### src/rtl/urng_seq_ctrl.sv
// Sequencing controller for the Tausworthe uniform generator: seeds it, discards a
// warm-up run, then packs word pairs into 48-bit u0 / 16-bit u1 uniforms.
module urng_seq_ctrl #(
    parameter int          SEED_CYCLES  = 4,
    parameter int          WARMUP_WORDS = 16,
    parameter logic [31:0] DEF_SEED1    = 32'hfff00000,
    parameter logic [31:0] DEF_SEED2    = 32'hff11118f,
    parameter logic [31:0] DEF_SEED3    = 32'hf111abe0
) (
    input  logic        clk,
    input  logic        reset,
    input  logic        start,
    input  logic        stop,
    input  logic [31:0] seed_in1,
    input  logic [31:0] seed_in2,
    input  logic [31:0] seed_in3,
    output logic [31:0] urng_seed1,
    output logic [31:0] urng_seed2,
    output logic [31:0] urng_seed3,
    output logic        urng_reset,
    input  logic [31:0] urng_out,
    input  logic        urng_valid,
    output logic [47:0] u0,
    output logic [15:0] u1,
    output logic        u_valid,
    input  logic        u_ready,
    output logic [15:0] drop_cnt,
    output logic        busy
);

    typedef enum logic [1:0] {ST_IDLE, ST_SEED, ST_WARMUP, ST_RUN} state_t;

    // With no warm-up configured the generator output is usable straight after seeding.
    localparam state_t POST_SEED = (WARMUP_WORDS == 0) ? ST_RUN : ST_WARMUP;

    state_t      state_reg, state_next;
    logic [31:0] cnt_reg, cnt_next;
    logic [31:0] a_reg, a_next;
    logic        phase_reg, phase_next;
    logic [47:0] u0_reg, u0_next;
    logic [15:0] u1_reg, u1_next;
    logic        u_valid_reg, u_valid_next;
    logic [15:0] drop_cnt_reg, drop_cnt_next;
    logic        pair_done;

    logic [31:0] seed_req [3];
    logic [31:0] seed_min [3];
    logic [31:0] def_seed [3];
    logic [31:0] seed_ok  [3];
    logic [31:0] seed_reg [3];
    logic [31:0] seed_next[3];

    assign seed_req[0] = seed_in1;
    assign seed_req[1] = seed_in2;
    assign seed_req[2] = seed_in3;
    assign seed_min[0] = 32'd2;
    assign seed_min[1] = 32'd8;
    assign seed_min[2] = 32'd16;
    assign def_seed[0] = DEF_SEED1;
    assign def_seed[1] = DEF_SEED2;
    assign def_seed[2] = DEF_SEED3;

    // Seeds below each component's minimum would leave the generator degenerate.
    genvar gi;
    generate
        for (gi = 0; gi < 3; gi++) begin : g_sanitise
            assign seed_ok[gi] = (seed_req[gi] < seed_min[gi]) ? def_seed[gi] : seed_req[gi];
        end
    endgenerate

    always_comb begin
        state_next    = state_reg;
        cnt_next      = cnt_reg;
        a_next        = a_reg;
        phase_next    = phase_reg;
        u0_next       = u0_reg;
        u1_next       = u1_reg;
        u_valid_next  = u_valid_reg;
        drop_cnt_next = drop_cnt_reg;
        seed_next     = seed_reg;
        pair_done     = 1'b0;

        case (state_reg)
            ST_IDLE: begin
                if (start && !stop) begin
                    seed_next     = seed_ok;
                    drop_cnt_next = 16'd0;
                    cnt_next      = 32'(SEED_CYCLES - 1);
                    phase_next    = 1'b0;
                    state_next    = ST_SEED;
                end
            end
            ST_SEED: begin
                if (cnt_reg == 32'd0) begin
                    cnt_next   = 32'(WARMUP_WORDS);
                    state_next = POST_SEED;
                end else begin
                    cnt_next = cnt_reg - 32'd1;
                end
            end
            ST_WARMUP: begin
                if (urng_valid) begin
                    cnt_next = cnt_reg - 32'd1;
                    if (cnt_reg == 32'd1) begin
                        state_next = ST_RUN;
                    end
                end
            end
            ST_RUN: begin
                if (urng_valid) begin
                    if (!phase_reg) begin
                        a_next     = urng_out;
                        phase_next = 1'b1;
                    end else begin
                        phase_next = 1'b0;
                        pair_done  = 1'b1;
                    end
                end
            end
            default: state_next = ST_IDLE;
        endcase

        // The generator cannot stall, so a pair that finds the output occupied is lost.
        if (pair_done) begin
            if (!u_valid_reg || u_ready) begin
                u0_next      = {a_reg, urng_out[31:16]};
                u1_next      = urng_out[15:0];
                u_valid_next = 1'b1;
            end else if (drop_cnt_reg != 16'hffff) begin
                drop_cnt_next = drop_cnt_reg + 16'd1;
            end
        end else if (u_valid_reg && u_ready) begin
            u_valid_next = 1'b0;
        end

        if (stop) begin
            state_next   = ST_IDLE;
            u_valid_next = 1'b0;
            phase_next   = 1'b0;
        end
    end

    always_ff @(posedge clk) begin
        if (reset) begin
            state_reg    <= ST_IDLE;
            cnt_reg      <= 32'd0;
            a_reg        <= 32'd0;
            phase_reg    <= 1'b0;
            u0_reg       <= 48'd0;
            u1_reg       <= 16'd0;
            u_valid_reg  <= 1'b0;
            drop_cnt_reg <= 16'd0;
            seed_reg     <= '{default: '0};
        end else begin
            state_reg    <= state_next;
            cnt_reg      <= cnt_next;
            a_reg        <= a_next;
            phase_reg    <= phase_next;
            u0_reg       <= u0_next;
            u1_reg       <= u1_next;
            u_valid_reg  <= u_valid_next;
            drop_cnt_reg <= drop_cnt_next;
            seed_reg     <= seed_next;
        end
    end

    assign urng_seed1 = seed_reg[0];
    assign urng_seed2 = seed_reg[1];
    assign urng_seed3 = seed_reg[2];
    assign urng_reset = (state_reg == ST_IDLE) || (state_reg == ST_SEED);
    assign busy       = (state_reg != ST_IDLE);
    assign u0         = u0_reg;
    assign u1         = u1_reg;
    assign u_valid    = u_valid_reg;
    assign drop_cnt   = drop_cnt_reg;

endmodule

### config.mk
export PLATFORM = sky130hd
export DESIGN_NAME = urng_seq_ctrl
export DESIGN_NICKNAME = d
export VERILOG_FILES = /design/src/rtl/urng_seq_ctrl.sv
export SDC_FILE = /design/constraint.sdc
export NUM_CORES = 1
export LEC_CHECK = 0
export ABC_AREA = 1
export CORE_MARGIN = 2
export CORE_UTILIZATION = 50
export CTS_CLUSTER_SIZE = 24
export DETAILED_ROUTE_END_ITERATION = 10
export GPL_TIMING_DRIVEN = 0
export PLACE_DENSITY_LB_ADDON = 0.05
export SYNTH_ARGS = -nofsm -noshare
export SYNTH_HDL_FRONTEND = slang
export SYNTH_SLANG_ARGS = --single-unit
### constraint.sdc
create_clock -name clk -period 5.4 [get_ports clk]
set_input_delay 1.08 -clock clk [delete_from_list [all_inputs] [get_ports clk]]
set_output_delay 1.08 -clock clk [all_outputs]
set_load 0.005 [all_outputs]
Word level (Yosys, flattened, before mapping)
Index checks and enable logic that the tools add are counted.
{"block": "classes", "addsub": 2, "n_lt_le_gt_ge": 3, "eq_ne": 11, "muxes": 27, "bitwise": 1, "reduce_logical": 20}
{"operator": "$mux W32", "count": 6}
{"operator": "$pmux W32 S3", "count": 1}
{"operator": "$mux W16", "count": 5}
{"operator": "$eq A32 B1 Y1 const B", "count": 1}
{"operator": "$logic_not A32 Y1", "count": 1}
{"operator": "$lt A32 B2 Y1 const B", "count": 1}
{"operator": "$lt A32 B4 Y1 const B", "count": 1}
{"operator": "$lt A32 B5 Y1 const B", "count": 1}
{"operator": "$sub A32 B1 Y32 const B", "count": 1}
{"operator": "$add A16 B1 Y16 const B", "count": 1}
{"operator": "$ne A16 B16 Y1 const B", "count": 1}
{"operator": "$ne A2 B2 Y1 const B", "count": 5}
{"operator": "$mux W1", "count": 9}
{"operator": "$reduce_and A3 Y1", "count": 3}
{"operator": "$mux W2", "count": 4}
{"operator": "$pmux W2 S3", "count": 1}
{"operator": "$reduce_and A2 Y1", "count": 3}
{"operator": "$reduce_bool A2 Y1", "count": 3}
{"operator": "$reduce_and A5 Y1", "count": 1}
{"operator": "$eq A2 B2 Y1 const B", "count": 2}
{"operator": "$reduce_bool A3 Y1", "count": 1}
{"operator": "$eq A2 B1 Y1 const B", "count": 1}
{"operator": "$logic_and A1 B1 Y1", "count": 2}
{"operator": "$logic_not A1 Y1", "count": 2}
{"operator": "other kinds (6)", "count": 7}
{"block": "word_totals", "register_bits": 244, "output_inout_bits": 179, "elab_cells": 75}

Depth between registers and ports, before layout
Gate-level depths: netlist (run 1).
{"block": "depth", "depth_word": 7, "ltp_mapped": 12}

Worst setup path before layout (run 1)
Ideal clock, no wire load.
{"block": "synth_timing", "kind": "input-to-reg", "from": "input port stop", "to": "register cnt_reg[21]", "arrival_ns": 2.034, "t_required_ns": 5.284, "setup_slack_ns": 3.249, "path_stages": 9, "path_cell_list": "inv_1 nand2_1 nand2_1 nand3b_4 buf_4 nor2_2 nand2_1 xor2_1 nor2_2"}
{"block": "synth_via", "elab_chain_cells": 4}
{"item": "start, declared", "line": "13", "rtl": "input logic stop,"}
{"item": "$logic_not A1 Y1", "line": "85", "rtl": "if (start && !stop) begin"}
{"item": "$logic_and A1 B1 Y1", "line": "85"}
{"item": "$ne A2 B2 Y1 (no source line)"}
{"item": "$reduce_and A3 Y1 (no source line)"}
{"item": "end signal, assigned", "line": "156", "rtl": "cnt_reg <= cnt_next;"}
{"item": "end, declared", "line": "37", "rtl": "logic [31:0] cnt_reg, cnt_next;"}
No other way between the ends.
A chain may end at the register's enable or synchronous reset.

Worst setup path after layout (run 1)
{"block": "layout_timing", "from": "register state_reg[0]", "to": "output port urng_reset"}
{"block": "layout_via", "elab_chain_cells": 2}
{"item": "start, declared", "line": "36", "rtl": "state_t state_reg, state_next;"}
{"item": "start signal, assigned", "line": "155", "rtl": "state_reg <= state_next;"}
{"item": "$eq A2 B1 Y1 / $logic_not A2 Y1 (equally long branches)", "line": "170", "rtl": "assign urng_reset = (state_reg == ST_IDLE) || (state_reg == ST_SEED);"}
{"item": "$logic_or A1 B1 Y1 *", "line": "170"}
{"item": "end, declared", "line": "20", "rtl": "output logic urng_reset,"}
Every way passes the cells marked *; elsewhere a longest branch is shown, timed or not.

==> flow_summary.ini, run 1 <==
[worst_setup_path]
cp_max_fo = 5
rr_endpoint = urng_seed3[23]
crit_end = urng_reset
cp-start-kind = flop
arrival_ns = 1.91
crit_required_ns = 4.32
critPathLaunch = state_reg[0]
rrSetupSlack_ns = 3.17
r2r_start = state_reg[1]
cp-end-kind = primary output
reg2reg_depth = 7
worstSetupPathType = reg2out

[global_route]
grt_overflow = 0
grt_util_all_layers_pct = 29.6
antenna_found_initial = 2
grt_max_degree = 14
grt_pass1_wl_mm = 51.5
grt_pass1_vias = 10000

[cts]
root_buffer = clkbuf_16
numCtsBuffers = 26
clk_latency_ns = 0.53
htreeDepth = 1
cts_max_path_buffers = 3
cts.reportedPaths.clkPinSlew_ns = 0.06
post_cts_buffers = 0
cts_resized = 0
ctsHoldBuffers = 0
cts_tree = done
clock_sinks = 244

[yosys]
syn_area_um2 = 10100
ys_types = 40
postSynthNetCount = 1498
async_flop_share_pct = 0
synth-xor-area-share_pct = 1.83
ys_seq_elements = 244
synth-simple-area-share_pct = 25.5
ys_seq_area_share_pct = 48.5
synth_edf_count = 0
synth_cells = 1355
avgSynthCellArea_um2 = 7.43
synth_top_family_by_area = simple AND/OR/NAND/NOR gates
synth-main-ff-cell = dfxtp_1
synth_compound_area_share_pct = 15.7
yosys.area_share.adder_pct = 1.12
ys_warn_count = 0
muxShareOfSynthArea_pct = 0

[floorplanning]
dieWidth_um = 146
start_util_pct = 51.4
die_h_um = 146
ios = 313
dieArea_um2 = 21300
core_area_um2 = 19600
fp-row-count = 51

[cells_and_area]
area_delta_synth_final_pct = 42.3
fill_cells = 1632
largest_register_ffs = 48
drive_above_1_share_pct = 6.31
nNetsFinal = 1837
fin_area_um2 = 14300

[pwr]
max-vdd-ir-drop_mv = 0.252
leakagePower_nw = 6.05
seqPwrFrac_pct = 42.1
p_comb_share_pct = 21.9
power_switching_w = 0.00137
swShare_pct = 29.3
intPower_w = 0.00332
clkPwrFrac_pct = 36.0
p_total_w = 0.00470
power_density_nw_per_um2 = 328

[routing]
routedWlPerCell_um = 16.5
drc_errors = 0
dr.pass1.iters = 5
num_vias = 10400
antenna_left = 0
vias_per_cell = 5.24
first_iter_violations = 666
totalWireLength_mm = 32.6

[sta]
finalSetupTns_ns = 0
fin_crit_ns = 2.99
relSlewSlack_pct = 57.5
final_max_slew_viol_count = 0
skew_ns = 0.0145
rsz0062_at_grt = no
worst_hold_slack_ns = 0.480
max_freq_ghz = 0.335
report.final.hold_viol_count = 0
worstMarginPinSlew_ns = 0.638
setup_viol = 0
fin_crit_sh_pct = 55.3

[placed_design]
io_buffers = 311
place_hpwl_mm = 24.6
postPlaceCellArea_um2 = 13500
gp_congestion = 0.889

[run_status]
outcome = finished, final reports clean

[worst_hold_path]
min_path_type = reg2reg

[flow_run]
maxCapViolations = 0
final cells by class:
cell class / count / area (um^2) / share of cell area, %
Antenna cell: 1 / 2.50 / 0.0175
Buffer: 71 / 328 / 2.29
Clock buffer: 38 / 756 / 5.27
Clock inverter: 8 / 57.6 / 0.402
Inverter: 108 / 405 / 2.83
Multi-Input combinational cell: 932 / 4450 / 31.1
Sequential cell: 244 / 4880 / 34.1
Tap cell: 265 / 332 / 2.31
Timing Repair Buffer: 311 / 3110 / 21.7
worst min-delay path by stage:
| stage | from | depth (start not counted) | endpoint |
|---|---|---|---|
| floorplan | a_reg[0] | 2 | u0[16] |
| global placement | a_reg[27] | 2 | u0[43] |
| detailed placement | a_reg[24] | 2 | u0[40] |
| CTS | a_reg[23] | 2 | u0[39] |
| global route | a_reg[18] | 2 | u0[34] |
| finish | a_reg[23] | 2 | u0[39] |
placed cells by master, fill, tap and decap left out, drive strengths merged:
cell	Yosys	routed
nor2	387	387
clkdlybuf4s50	0	311
dfxtp	244	244
o21ai	208	208
nand2	117	117
inv	108	109
clkbuf	55	93
a21oi	71	71
nand3	34	34
nor3	23	23
a31oi	21	21
xor2	18	18
nand4	17	17
buf	16	16
nor4	9	9
ha	9	9
clkinv	0	7
o211ai	3	3
xnor2	3	3
nand3b	3	3
or2	2	2
diode	0	1
and2	1	1
a22oi	1	1
nor3b	1	1
o21bai	1	1
a31o	1	1
and3	1	1
a211oi	1	1
Yosys cell counts, types with 2 or more instances:
cell	count	area [um^2]
nor2_1	350	1310
dfxtp_1	244	4880
o21ai_0	206	1030
nand2_1	110	413
inv_1	106	398
a21oi_1	71	355
clkbuf_1	55	206
nand3_1	34	170
nor2_2	31	194
a31oi_1	21	131
nor3_1	21	105
xor2_1	18	158
nand4_1	17	106
buf_2	11	55.1
ha_1	9	113
nor4_1	9	56.3
nand2_2	6	37.5
nor2_4	6	67.6
o211ai_1	3	22.5
xnor2_1	3	26.3
buf_12	2	40.0
buf_4	2	15.0
inv_2	2	7.51
nand3b_1	2	15.0
per-layer routing:
layer / wire, um / global-route usage, % / share of wire (%) / vias to the layer above
li1: - / - / - / 5076
met1: 13700 / 37.6 / 42 / 4810
met2: 14600 / 47.3 / 45 / 393
met3: 2860 / 8.46 / 8.8 / 88
met4: 1480 / 12.2 / 4.5 / 0
met5: 0 / 0 / 0 / -
per-stage QoR:
step	worst slack, ns	utilization, %	instances
floorplan	3.25	-	1355
global placement	2.34	69.0	1931
detailed placement	2.32	69.0	1931
CTS	2.41	73.1	1977
global route	2.32	73.1	1977
finish	2.41	73.1	1978
cell families (layout without fill, tap and decap cells):
kind of cell	count (synthesis)	count (layout)
XOR/XNOR	21	21
adder cells (fa/ha/maj)	9	9
AND/OR/NAND/NOR	595	595
other	0	1
buffers and inverters	179	536
AO/OA/AOI/OAI	307	307
flip-flops	244	244
power groups by stage:
stage               sequential (W)  combinational, W  clock [W]
floorplan                  0.00201          0.000614          0
CTS                        0.00198           0.00103    0.00171
detailed placement         0.00201           0.00102          0
finish                     0.00198           0.00103    0.00169
global placement           0.00201           0.00100          0
global route               0.00199           0.00114    0.00179
critical path, cell delays in order, from the launching register on:
cell             delay (ns)
dfxtp_1                0.43
inv_1                  0.09
ha_1                   0.22
inv_1                  0.12
nand2_1                0.08
clkdlybuf4s50_1        0.45
Note: power is estimated with default switching activity, not from simulation.
==> run 2, diff against run 1 <==
--- a/config.mk
+++ b/config.mk
@@ -7,7 +7,7 @@
 export LEC_CHECK = 0
 export ABC_AREA = 1
 export CORE_MARGIN = 2
-export CORE_UTILIZATION = 50
+export CORE_UTILIZATION = 47
 export CTS_CLUSTER_SIZE = 24
 export DETAILED_ROUTE_END_ITERATION = 10
 export GPL_TIMING_DRIVEN = 0
==> constraint.sdc (replaced) <==
create_clock -name clk -period 2.9 [get_ports clk]
set_input_delay 0.58 -clock clk [delete_from_list [all_inputs] [get_ports clk]]
set_output_delay 0.58 -clock clk [all_outputs]
set_load 0.005 [all_outputs]
==> flow_summary.ini, run 2 (same netlist as run 1, synthesis figures left out) <==
[routing]
vias_per_cell = 5.16
first_iter_violations = 598
totalWireLength_mm = 32.6
drc_errors = 0
antenna_left = 0
num_vias = 10300
routedWlPerCell_um = 16.4
dr.pass1.iters = 5

[sta]
max_freq_ghz = 0.409
finalSetupTns_ns = 0
setup_viol = 0
finalWorstSetupSlack_ns = 0.453
final_max_slew_viol_count = 0
worstMarginPinSlew_ns = 0.649
fin_crit_ns = 2.45
relSlewSlack_pct = 56.6
fin_crit_sh_pct = 84.4
rsz0062_at_grt = no
report.final.hold_viol_count = 0
skew_ns = 0.0171

[worst_setup_path]
crit_path_top_delay_cell = clkdlybuf4s50_1
arrival_ns = 1.87
critPathLaunch = state_reg[0]
cp-start-kind = flop
worstSetupPathType = reg2out
cp-end-kind = primary output
crit_required_ns = 2.32
worst_path_most_repeated_cell = inv_1
r2r_start = state_reg[1]
cp_max_fo = 5
slowest_delay_ns = 0.45
crit_chain = inv_1 > ha_1 > inv_1 > nand2_1 > clkdlybuf4s50_1

[cells_and_area]
layout.cells.non_filler = 1989
multi_input_area_um2 = 4450
mostFrequentLayoutCells = nor2_1 (350), clkdlybuf4s50_1 (311), dfxtp_1 (244), o21ai_0 (206), nand2_1 (110)
area_delta_synth_final_pct = 44.3
drive_above_1_share_pct = 6.48
regArea_um2 = 4880
nNetsFinal = 1837
layout.cells.most_common = nor2_1
fill_cells = 1849
largest_register_ffs = 48
fin_area_um2 = 14500

[floorplanning]
core_area_um2 = 21000
die_h_um = 150
start_util_pct = 47.9
dieWidth_um = 150
dieArea_um2 = 22600
ios = 313
fp-row-count = 53

[global_route]
grt_pass1_vias = 9839
grt_overflow = 0
antenna_found_initial = 3
grt_max_degree = 14
grt_util_all_layers_pct = 28.3
grt_pass1_wl_mm = 51.1

[cts]
htreeDepth = 1
ctsHoldBuffers = 0
clk_latency_ns = 0.53
cts_resized = 0
cts_tree = done
root_buffer = clkbuf_16
post_cts_buffers = 0
numCtsBuffers = 26
cts_max_path_buffers = 3
cts.reportedPaths.clkPinSlew_ns = 0.06
clock_sinks = 244

[placed_design]
gp_congestion = 0.872
io_buffers = 311
place_hpwl_mm = 24.6
postPlaceCellArea_um2 = 13500
dp_slack_ns = 0.300
place_inst = 1941

[pwr]
p_total_w = 0.00943
max-vdd-ir-drop_mv = 0.426
power_density_nw_per_um2 = 649
leakagePower_nw = 6.14

[worst_hold_path]
min-delay-start = a_reg[18]
min_path_type = reg2reg

[flow_run]
maxCapViolations = 0

[run_status]
outcome = finished, final reports clean
## run 2: cell types whose count changed in the layout (fill, tap and decap cells not counted), sizes merged
| cell | previous run | this run |
|---|---|---|
| bufinv | 0 | 8 |
| clkbuf | 93 | 89 |
| clkinv | 7 | 4 |
| diode | 1 | 2 |
| inv | 109 | 108 |
## run 2: report_power, final
group,internal (W),switching [W],total [W]
registers,0.00355,0.000129,0.00368
clock network,0.00250,0.00134,0.00384
logic,0.000832,0.00108,0.00191
## run 2: worst paths after layout
kind | end | slack, ns | depth (start not counted)
min | u0[34] | 0.47 | 2
max | urng_reset | 0.45 | 5
max reg2reg | urng_seed1[3] | 0.70 | 7
min reg2reg | u0[34] | 0.47 | 2
## run 2: final cells by class
| class | instances | area share [%] |
|---|---|---|
| sequential | 244 | 33.6 |
| multi-input combinational | 932 | 30.6 |
| timing repair buffer | 311 | 21.4 |
| clock buffer | 34 | 5.11 |
| inverter | 108 | 2.79 |
| tap | 275 | 2.37 |
| buffer | 71 | 2.26 |
| clock inverter | 12 | 1.79 |
| antenna | 2 | 0.0344 |
## run 2: critical path, delay by kind of cell (launching register included)
kind | cells | cell delay (ns)
buffers and inverters | 3 | 0.65
flip-flops | 1 | 0.41
adder cells (fa/ha/maj) | 1 | 0.22
AND/OR/NAND/NOR | 1 | 0.08
## run 2: metrics by stage
| step | hold slack [ns] | utilization [%] |
|---|---|---|
| 2_1_floorplan | 0.450 | - |
| 3_3_place_gp | 0.459 | 64.3 |
| 3_5_place_dp | 0.465 | 64.3 |
| 4_1_cts | 0.474 | 69.1 |
| 5_1_grt | 0.502 | 69.1 |
| 6_report | 0.470 | 69.1 |
## run 2: metal layers
layer	part of all wire, %	up-vias	global-route usage (%)
li1	-	5090	-
met1	42	4762	36.1
met2	45	348	45.4
met3	9.5	64	8.55
met4	3.3	2	10.1
met5	0.040	-	0
==> run 3, diff against run 2 <==
==> constraint.sdc (replaced) <==
create_clock -name clk -period 2.3 [get_ports clk]
set_input_delay 0.46 -clock clk [delete_from_list [all_inputs] [get_ports clk]]
set_output_delay 0.46 -clock clk [all_outputs]
set_load 0.005 [all_outputs]
==> flow_summary.ini, run 3 (same netlist as run 1, synthesis figures left out) <==
[routing]
dr.pass1.iters = 5
drc_errors = 0
vias_per_cell = 5.16
antenna_left = 0
totalWireLength_mm = 32.5
wl_met2_mm = 14.5
routedWlPerCell_um = 16.3
num_vias = 10300
wl_met1_mm = 13.7
first_iter_violations = 626
highest_layer = met5
met3WireLength_mm = 3.06

[run_status]
outcome = finished, final reports clean

[pwr]
max-vdd-ir-drop_mv = 0.536
leakagePower_nw = 6.14
power_density_nw_per_um2 = 818

[floorplanning]
dieWidth_um = 150
start_util_pct = 47.9
die_h_um = 150
dieArea_um2 = 22600
core_area_um2 = 21000
ios = 313
fp-row-count = 53

[sta]
relSlewSlack_pct = 56.0
skew_ns = 0.0153
worstMarginPinSlew_ns = 0.658
fin_crit_sh_pct = 98.4
final_max_slew_viol_count = 0
report.final.hold_viol_count = 0
max_freq_ghz = 0.442
fin_crit_ns = 2.26
worst_hold_slack_ns = 0.470
finalWorstSetupSlack_ns = 0.0378
rsz0062_at_grt = yes
setup_viol = 0

[cts]
root_buffer = clkbuf_16
cts_tree = done
numCtsBuffers = 26
post_cts_buffers = 0
clk_latency_ns = 0.53
ctsHoldBuffers = 0
htreeDepth = 1
clock_sinks = 244
cts.reportedPaths.clkPinSlew_ns = 0.06
cts_max_path_buffers = 3

[cells_and_area]
drive_above_1_share_pct = 6.72
mostFrequentLayoutCells = nor2_1 (350), clkdlybuf4s50_1 (311), dfxtp_1 (242), o21ai_0 (206), nand2_1 (110)
fin_util_pct = 69.1
layout.cells.most_common = nor2_1
largest_register_ffs = 48
area_delta_synth_final_pct = 44.4
layout.cells.non_filler = 1989
nNetsFinal = 1837

[global_route]
grt_max_degree = 14
grt_util_all_layers_pct = 28.3
grt_pass1_vias = 9839
grt_pass1_wl_mm = 51.1
grt_overflow = 0
antenna_found_initial = 3

[worst_setup_path]
cp-end-kind = primary output
cp_max_fo = 5
slowest_delay_ns = 0.45
cp-start-kind = flop
crit_required_ns = 1.84
worst_path_most_repeated_cell = inv_1
crit_chain = inv_1 > ha_1 > inv_1 > nand2_1 > clkdlybuf4s50_1
arrival_ns = 1.80
crit_path_top_delay_cell = clkdlybuf4s50_1
worstSetupPathType = reg2out

[placed_design]
place_hpwl_mm = 24.6
io_buffers = 311
gp_congestion = 0.872
place_inst = 1941
dp_slack_ns = -0.180

[worst_hold_path]
min_path_type = reg2reg

[flow_run]
maxCapViolations = 0
run 3: timing repair:
item                       4_1_cts  5_1_grt
pin swaps                        0        0
setup endpoints to repair        2       40
hold endpoints to repair         0        0
gates resized for setup          1        5
run 3: metal layers:
layer	vias to the layer above	GRT usage [%]
li1	5088	-
met1	4745	36.1
met2	355	45.4
met3	70	8.55
met4	2	10.1
met5	-	0
run 3: worst max-delay path: cells and delay by family, from the launching register on:
family,cells,cell delay (ns)
buffers and inverters,3,0.63
and+or+nand+nor,1,0.08
DFF,1,0.37
adders and majority gates,1,0.21
run 3: final timing paths:
path | to | start | slack [ns] | cells after the start
hold / removal | u0[34] | a_reg[18] | 0.47 | 2
hold reg to reg | u0[34] | a_reg[18] | 0.47 | 2
setup / recovery | urng_reset | state_reg[0] | 0.04 | 5
setup reg to reg | urng_seed1[3] | state_reg[0] | 0.14 | 7
run 3: power by group:
part | internal, W | switching [W]
sequential | 0.00447 | 0.000163
clock | 0.00315 | 0.00169
combinational | 0.00105 | 0.00136
run 3: cell type report:
cell class	instances	area, um^2
fillers	1849	6490
flip-flops and latches	244	4890
multi-input cells	932	4450
repair buffers	311	3110
clock buffers	34	742
inverters	108	405
well taps	275	344
plain buffers	71	328
clock inverters	12	260
diodes	2	5.00
run 3: metrics by stage:
| step | total power (W) | area (um^2) | TNS [ns] |
|---|---|---|---|
| global placement | 0.00708 | 13500 | -12.22 |
| floorplan | 0.00615 | 10100 | 0 |
| finish | 0.0119 | 14500 | 0 |
| detailed placement | 0.00711 | 13500 | -15.38 |
| global route | 0.0124 | 14500 | -0.183 |
| CTS | 0.0120 | 14500 | 0 |
